`src/rtl/led_matrix_pkg.sv`:
```
// Shared definitions for the irrigation status LED matrix: status codes,
// glyph table, blink phase type and small lookup helpers.
package led_matrix_pkg;

    localparam int unsigned STATUS_OFF       = 0;
    localparam int unsigned STATUS_WATERING  = 1;
    localparam int unsigned STATUS_ERROR     = 2;
    localparam int unsigned STATUS_LOW_WATER = 3;

    localparam int unsigned GLYPH_STATUS = 4;
    localparam int unsigned GLYPH_COLS   = 5;
    localparam int unsigned GLYPH_ROWS   = 7;
    localparam int unsigned GLYPH_SW     = $clog2(GLYPH_STATUS);
    localparam int unsigned GLYPH_CW     = $clog2(GLYPH_COLS);

    typedef enum logic {
        PHASE_ON  = 1'b0,
        PHASE_OFF = 1'b1
    } blink_phase_e;

    // Row bit 0 is the top LED; indexed [status][column].
    localparam logic [GLYPH_ROWS-1:0] GLYPH [GLYPH_STATUS][GLYPH_COLS] = '{
        '{7'b0111110, 7'b1000001, 7'b1000001, 7'b1000001, 7'b0111110},
        '{7'b0011000, 7'b0111100, 7'b1111111, 7'b0111100, 7'b0011000},
        '{7'b1100011, 7'b0010100, 7'b0001000, 7'b0010100, 7'b1100011},
        '{7'b1000000, 7'b1100000, 7'b1110000, 7'b1100000, 7'b1000000}
    };

    function automatic logic [31:0] onehot(input logic [31:0] col);
        return 32'(1) << col;
    endfunction

    function automatic logic [GLYPH_ROWS-1:0] glyph_word(input logic [GLYPH_SW-1:0] s,
                                                          input logic [GLYPH_CW-1:0] c);
        return GLYPH[s][c];
    endfunction

endpackage

```
`src/rtl/led_matrix_status_scanner_rom.sv`:
```
// Combinational glyph lookup: row pattern for one status code and column,
// blank for undefined codes or columns outside the glyph table.
module status_glyph_rom
    import led_matrix_pkg::*;
#(
    parameter int unsigned NUM_COLS   = 5,
    parameter int unsigned NUM_ROWS   = 7,
    parameter int unsigned STATUS_W   = 2,
    parameter int unsigned NUM_STATUS = 4,
    parameter int unsigned COL_W      = (NUM_COLS > 1) ? $clog2(NUM_COLS) : 1
) (
    input  logic [STATUS_W-1:0] status_i,
    input  logic [COL_W-1:0]    col_i,
    output logic [NUM_ROWS-1:0] rows_o
);

    always_comb begin
        rows_o = '0;
        if (32'(status_i) < NUM_STATUS && 32'(status_i) < GLYPH_STATUS &&
            32'(col_i) < NUM_COLS && 32'(col_i) < GLYPH_COLS) begin
            rows_o = NUM_ROWS'(glyph_word(GLYPH_SW'(status_i), GLYPH_CW'(col_i)));
        end
    end

endmodule

```
`src/rtl/led_matrix_status_scanner.sv`:
```
// Column-multiplexed LED matrix driver with frame-aligned status updates,
// per-slot anti-ghosting dead time and optional blink.
module led_matrix_status_scanner
    import led_matrix_pkg::*;
#(
    parameter int unsigned NUM_COLS     = 5,
    parameter int unsigned NUM_ROWS     = 7,
    parameter int unsigned STATUS_W     = 2,
    parameter int unsigned NUM_STATUS   = 4,
    parameter int unsigned SCAN_DIV     = 1000,
    parameter int unsigned DEAD_CYCLES  = 2,
    parameter int unsigned BLINK_FRAMES = 50
) (
    input  logic                clk,
    input  logic                rst_n,
    input  logic [STATUS_W-1:0] status_in,
    input  logic                status_valid,
    input  logic                blink_en,
    output logic [NUM_COLS-1:0] columns_out,
    output logic [NUM_ROWS-1:0] rows_out,
    output logic                frame_start,
    output logic                status_pending
);

    localparam int unsigned DIV_W = (SCAN_DIV > 1) ? $clog2(SCAN_DIV) : 1;
    localparam int unsigned COL_W = (NUM_COLS > 1) ? $clog2(NUM_COLS) : 1;
    localparam int unsigned BLK_W = (BLINK_FRAMES > 1) ? $clog2(BLINK_FRAMES) : 1;

    logic [DIV_W-1:0]    div_cnt_q, div_cnt_d;
    logic [COL_W-1:0]    col_idx_q, col_idx_d;
    logic [STATUS_W-1:0] active_q, active_d;
    logic [STATUS_W-1:0] pending_q, pending_d;
    logic                pend_flag_q, pend_flag_d;
    logic [BLK_W-1:0]    blink_cnt_q, blink_cnt_d;
    blink_phase_e        phase_q, phase_d;
    logic [NUM_COLS-1:0] columns_q, columns_d;
    logic [NUM_ROWS-1:0] rows_q, rows_d;
    logic                frame_start_q, frame_start_d;

    logic                div_wrap_c;
    logic                frame_wrap_c;
    logic                gate_open_c;
    logic [NUM_ROWS-1:0] glyph_rows_c;

    status_glyph_rom #(
        .NUM_COLS   (NUM_COLS),
        .NUM_ROWS   (NUM_ROWS),
        .STATUS_W   (STATUS_W),
        .NUM_STATUS (NUM_STATUS),
        .COL_W      (COL_W)
    ) u_rom (
        .status_i (active_q),
        .col_i    (col_idx_q),
        .rows_o   (glyph_rows_c)
    );

    assign div_wrap_c   = (div_cnt_q == DIV_W'(SCAN_DIV - 1));
    assign frame_wrap_c = div_wrap_c && (col_idx_q == COL_W'(NUM_COLS - 1));
    // blink_en is used live so dropping it reopens the gate on the next edge.
    assign gate_open_c  = !blink_en || (phase_q == PHASE_ON);

    always_comb begin
        div_cnt_d     = div_wrap_c ? '0 : div_cnt_q + DIV_W'(1);
        col_idx_d     = col_idx_q;
        active_d      = active_q;
        pending_d     = pending_q;
        pend_flag_d   = pend_flag_q;
        blink_cnt_d   = blink_cnt_q;
        phase_d       = phase_q;
        columns_d     = NUM_COLS'(onehot(32'(col_idx_q)));
        frame_start_d = (div_cnt_q == '0) && (col_idx_q == '0);
        rows_d        = '0;

        if (div_wrap_c) begin
            col_idx_d = frame_wrap_c ? '0 : col_idx_q + COL_W'(1);
        end

        // A capture landing on the wrap edge goes straight to the display.
        if (status_valid) begin
            if (frame_wrap_c) begin
                active_d    = status_in;
                pend_flag_d = 1'b0;
            end else begin
                pending_d   = status_in;
                pend_flag_d = 1'b1;
            end
        end else if (frame_wrap_c && pend_flag_q) begin
            active_d    = pending_q;
            pend_flag_d = 1'b0;
        end

        if (!blink_en) begin
            blink_cnt_d = '0;
            phase_d     = PHASE_ON;
        end else if (frame_wrap_c) begin
            if (blink_cnt_q == BLK_W'(BLINK_FRAMES - 1)) begin
                blink_cnt_d = '0;
                phase_d     = (phase_q == PHASE_ON) ? PHASE_OFF : PHASE_ON;
            end else begin
                blink_cnt_d = blink_cnt_q + BLK_W'(1);
            end
        end

        if (32'(div_cnt_q) >= DEAD_CYCLES && gate_open_c) begin
            rows_d = glyph_rows_c;
        end
    end

    always_ff @(posedge clk) begin
        if (!rst_n) begin
            div_cnt_q     <= '0;
            col_idx_q     <= '0;
            active_q      <= '0;
            pending_q     <= '0;
            pend_flag_q   <= 1'b0;
            blink_cnt_q   <= '0;
            phase_q       <= PHASE_ON;
            columns_q     <= '0;
            rows_q        <= '0;
            frame_start_q <= 1'b0;
        end else begin
            div_cnt_q     <= div_cnt_d;
            col_idx_q     <= col_idx_d;
            active_q      <= active_d;
            pending_q     <= pending_d;
            pend_flag_q   <= pend_flag_d;
            blink_cnt_q   <= blink_cnt_d;
            phase_q       <= phase_d;
            columns_q     <= columns_d;
            rows_q        <= rows_d;
            frame_start_q <= frame_start_d;
        end
    end

    assign columns_out    = columns_q;
    assign rows_out       = rows_q;
    assign frame_start    = frame_start_q;
    assign status_pending = pend_flag_q;

endmodule

```
`config.mk`:
```
export PLATFORM = sky130hd
export DESIGN_NAME = led_matrix_status_scanner
export DESIGN_NICKNAME = d
export VERILOG_FILES = /design/src/rtl/led_matrix_pkg.sv /design/src/rtl/led_matrix_status_scanner_rom.sv /design/src/rtl/led_matrix_status_scanner.sv
export SDC_FILE = /design/constraint.sdc
export NUM_CORES = 1
export LEC_CHECK = 0
export ABC_AREA = 1
export CORE_UTILIZATION = 35
export DETAILED_ROUTE_END_ITERATION = 10
export PLACE_DENSITY = 0.63
export SYNTH_ARGS = -nofsm -noshare
export SYNTH_HDL_FRONTEND = slang
export SYNTH_HIERARCHICAL = 1
export SYNTH_SLANG_ARGS = --single-unit
```
`constraint.sdc`:
```
create_clock -name clk -period 2.47 [get_ports clk]
set_input_delay 0.247 -clock clk [delete_from_list [all_inputs] [get_ports clk]]
set_output_delay 0.247 -clock clk [all_outputs]
set_load 0.01 [all_outputs]
```
# Yosys cells after proc, flatten, opt, wreduce, memory -nomap -nowiden
# Cells that the tools add are included.
# totals
reg_bits	38
inputBits	6
wordCells	57
# op_classes
add_sub_neg	3
magnitude_cmp	4
n_eq_ne	4
shifts	1
mux	15
bitwise_logic	5
n_reduce_logical	15
# ops
operator	count
$bmux W35 S2	1
$mux W35	2
$bmux W7 S3	1
$mux W7	2
$add A10 B1 Y10 const B	1
$eq A10 B10 Y1 const B	1
$ge A10 B2 Y1 const B	1
$logic_not A10 Y1	1
$reduce_and A2 Y1	4
$add A6 B1 Y6 const B	1
$eq A6 B6 Y1 const B	1
$mux W2	3
$mux W6	1
$shl A1 B3 Y5 const A	1
$ge A4 B4 Y1 const B	1
$logic_and A1 B1 Y1	4
$mux W1	4
$not A3 Y4	1
$add A3 B1 Y3 const B	1
$eq A3 B3 Y1 const B	1
$ge A3 B3 Y1 const B	1
$logic_not A3 Y1	1
$lt A3 B3 Y1 const B	1
$mux W3	1
other kinds (8)	10

# Depth between registers and ports, before layout
# logic_depth
depth_word	7
depth_mapped	10

# Cells and area by module
# Netlist, hierarchy kept.
# by_module_without_submodules
module	n_inst	cells_per_inst	area_per_inst_um2	seq_area_each_um2
led_matrix_status_scanner	1	231	1699.1	760.7
status_glyph_rom	1	61	344.1	0.0

# Worst setup path before layout
# No wires, ideal clock.
# synth_path
path_kind	reg2reg
from	reg div_cnt_q[0]
to	reg rows_q[0] (netlist: rows_out[0])
setup_ps	142
arrival_ps	1283
slack_ps	1046
path_stages_with_launch	7
n_path_buf	0
path_cell_list	dfxtp_1 -> inv_1 -> ha_1 -> nand2_1 -> nand3_1 -> o31ai_1 -> nor2_1
# synth_between
elab_chain_cells	3
# synth_lines
item	line_no	rtl
start, declared	led_matrix_status_scanner.sv:29	logic [DIV_W-1:0] div_cnt_q, div_cnt_d;
start signal, assigned	led_matrix_status_scanner.sv:122	div_cnt_q <= div_cnt_d;
$ge A10 B2 Y1	led_matrix_status_scanner.sv:104	if (32'(div_cnt_q) >= DEAD_CYCLES && gate_open_c) begin
$logic_and A1 B1 Y1	led_matrix_status_scanner.sv:104	
$reduce_and A3 Y1 (no line)	n/a	
end signal, assigned	led_matrix_status_scanner.sv:130	rows_q <= rows_d;
end, declared	led_matrix_status_scanner.sv:37	logic [NUM_ROWS-1:0] rows_q, rows_d;
# No other way between the ends.
# A chain may end at the register's enable or synchronous reset.

# Worst setup path in the final report
# Same ends and word-level chain as after synthesis.

==> impl_metrics.env <==
export IMPL_r2r_setup_slack_ps=760
export IMPL_r2r_start="div_cnt_q[0]"
export IMPL_path_clk_slew_ps=70
export IMPL_cts_max_level=2
export IMPL_syn_avg_cell_area_sq_um=6.997
export IMPL_criticalPathCategory="register to register"
export IMPL_dr_pass1_iters=4
export IMPL_dp_hpwl_mm=3.010
export IMPL_die_h_um=78.41
export IMPL_area_growth_pct=16.11
export IMPL_hp_class="register to register"
export IMPL_powerDensity_nw_per_um2=471.9
export IMPL_io_pins=20
export IMPL_cp_end_kind="register"
export IMPL_rows=27
export IMPL_synth_yosys_seq_area_share_pct=37.23
export IMPL_cts_resized=0
export IMPL_via_count=1777
export IMPL_grt_max_degree=12
export IMPL_post_cts_setup_buffer_count=0
export IMPL_fin_crit_sh_pct=69.21
export IMPL_worst_pin_slew_ps=838.2
export IMPL_drc=0
export IMPL_io_buffers=19
export IMPL_routed_wl_mm=3.999
export IMPL_initialDrtViolationCount=55
export IMPL_finalWeightedCongestion=0.8557
export IMPL_numCtsBuffers=5
export IMPL_slew_headroom_pct=43.64
export IMPL_synthDominantCellAreaShare_pct=37.23
export IMPL_fin_crit_ps=1710
export IMPL_cts_sinks=38
export IMPL_coreArea_sq_um=5574
export IMPL_slowest_delay_ps=690
export IMPL_drive_above_1_share_pct=6.369
export IMPL_antenna_cells=0
export IMPL_ant_nets=0
export IMPL_die_width_um=78.41
export IMPL_p_leak_nw=1.069
export IMPL_crit_family="compound AO/OA/AOI/OAI gates"
export IMPL_critPathLaunch="div_cnt_q[0]"
export IMPL_critPathLaunchType="register"
export IMPL_antenna_found_initial=0
export IMPL_synthesis_nets=312
export IMPL_finalSetupViolCount=0
export IMPL_cts_root_buf="clkbuf_8"
export IMPL_grt_usage_pct=14.41
export IMPL_finClkSkew_ps=9.066
export IMPL_fmax_mhz=585.0
export IMPL_cts_tree="done"
export IMPL_grt_first_pass_wirelength_mm=7.010
export IMPL_synthTopCellsByArea="dfxtp_1, nand2_1, ha_1, inv_1, nor2_1"
export IMPL_synth_top_area_cell="dfxtp_1"
export IMPL_start_util_pct=36.66
export IMPL_fin_nets=334
export IMPL_fin_tns_setup_ps=0
export IMPL_ys_types=27
export IMPL_drv_cap=0
export IMPL_min_from="pending_q[0]"
export IMPL_crit_required_ps=2600
export IMPL_rsz0062_at_grt="false"
export IMPL_overflow=0
export IMPL_critPathArrivalTime_ps=1840
export IMPL_dieArea_sq_um=6147
export IMPL_slew_violations=0
export IMPL_viasPerCell=4.604
export IMPL_yosysWarnings=6
export IMPL_synth_cells=292
export IMPL_slowest_stage="o31ai_1"
export IMPL_crit_chain="inv_1 > ha_1 > nand2_1 > nand3_1 > o31ai_1 > nor2_1"
export IMPL_peakVddDrop_mv=0.3050
export IMPL_total_power_mw=1.120
export IMPL_placed_cells=379
export IMPL_stdcell_count=386
export IMPL_outcome="finished, final reports clean"
export IMPL_clkLatencyLatePin_ps=280
export IMPL_critPathBufInv=1
export IMPL_clk_path_buf_depth=2
export IMPL_path_max_fanout=7
export IMPL_hold_viol=0
export IMPL_routedWlPerCell_um=10.36
export IMPL_yosys_register_bits=38
export IMPL_hold_buffers=0
export IMPL_syn_area_sq_um=2043
export IMPL_grt_pass1_vias=1629
worst min-delay path: stages (launching register included):
cell and delay (ps):
dfxtp_1 330, nor2_1 50, nor2_1 70
per-layer routing:
layer / wire [um] / part of all wire [%] / track usage (%) / vias up
li1: - / - / - / 954
met1: 2002 / 50 / 17.76 / 778
met2: 1784 / 45 / 24.12 / 36
met3: 138 / 3.5 / 3.488 / 9
met4: 74 / 1.9 / 5.556 / 0
met5: 0 / 0 / 0 / -
final timing paths:
path                                     end  cells after the start
worst max register to register   rows_out[0]                      6
worst min-delay path            pending_q[0]                      2
worst min register to register  pending_q[0]                      2
worst max-delay path             rows_out[0]                      6
cell type report:
| type | instances | area, sq um |
|---|---|---|
| tap | 72 | 90.09 |
| inverter | 47 | 176.4 |
| sequential | 38 | 760.7 |
| timing repair buffer | 21 | 205.2 |
| clock buffer | 7 | 76.32 |
| multi-input combinational | 201 | 1064 |
| fill | 589 | 3202 |
cells in the mapped netlist:
cell	instances
nand2_1	69
inv_1	44
dfxtp_1	38
nor2_1	38
nand3_1	28
a21oi_1	19
ha_1	14
nor3_1	9
nor2_4	4
inv_2	3
nand4_1	3
xor2_1	3
buf_6	2
clkbuf_1	2
mux2i_1	2
o21ai_1	2
xnor2_1	2
a21o_1	1
buf_2	1
buf_4	1
nand2_2	1
nor2_2	1
nor3_2	1
nor3_4	1
o21ai_2	1
o31ai_1	1
or2_2	1
registers in the layout, indices dropped and copies added (netlist names):
register / cells
rows_out: 7
pending_q: 2
phase_q: 1
blink_cnt_q: 6
div_cnt_q: 10
status_pending: 1
frame_start: 1
columns_out: 5
active_q: 2
col_idx_q: 3
layout by cell type (no fill, tap or decap), types with 2 or more instances in the layout:
| cell | instances |
|---|---|
| nand2_1 | 69 |
| inv_1 | 44 |
| nor2_1 | 38 |
| dfxtp_1 | 38 |
| nand3_1 | 28 |
| a21oi_1 | 19 |
| clkdlybuf4s50_1 | 19 |
| ha_1 | 14 |
| nor3_1 | 9 |
| clkbuf_8 | 5 |
| nor2_4 | 4 |
| inv_2 | 3 |
| nand4_1 | 3 |
| xor2_1 | 3 |
| xnor2_1 | 2 |
| mux2i_1 | 2 |
| clkbuf_1 | 2 |
| buf_4 | 2 |
| o21ai_1 | 2 |
per-stage QoR:
| step | util (%) | hold WS [ps] | worst slack, ps | instance area (sq um) |
|---|---|---|---|---|
| final | 42.56 | 479.6 | 760.5 | 2372 |
| after global routing | 42.56 | 518.1 | 557.1 | 2372 |
| after CTS | 42.56 | 487.2 | 709.8 | 2372 |
| after detailed placement | 41.19 | 461.2 | 727.9 | 2296 |
| after global placement | 41.19 | 451.3 | 756.0 | 2296 |
| after floorplan | - | 438.3 | 1046 | 2043 |
power by group:
part	leakage [nW]	switching, mW	internal (mW)
clock	0.0383	0.194	0.194
combinational	0.722	0.0441	0.0442
sequential	0.309	0.0103	0.632
logic make-up (layout without fill, tap and decap cells):
kind of cell | Yosys count | in the layout | share of synthesized area [%]
multiplexers | 2 | 2 | 0.9798
XOR/XNOR | 5 | 5 | 2.144
flip-flops | 38 | 38 | 37.23
buffers and inverters | 53 | 75 | 10.72
AO/OA/AOI/OAI | 24 | 24 | 6.308
adder cells (fa/ha/maj) | 14 | 14 | 8.573
AND/OR/NAND/NOR | 156 | 156 | 34.05
(Power assumes the default switching activity.)
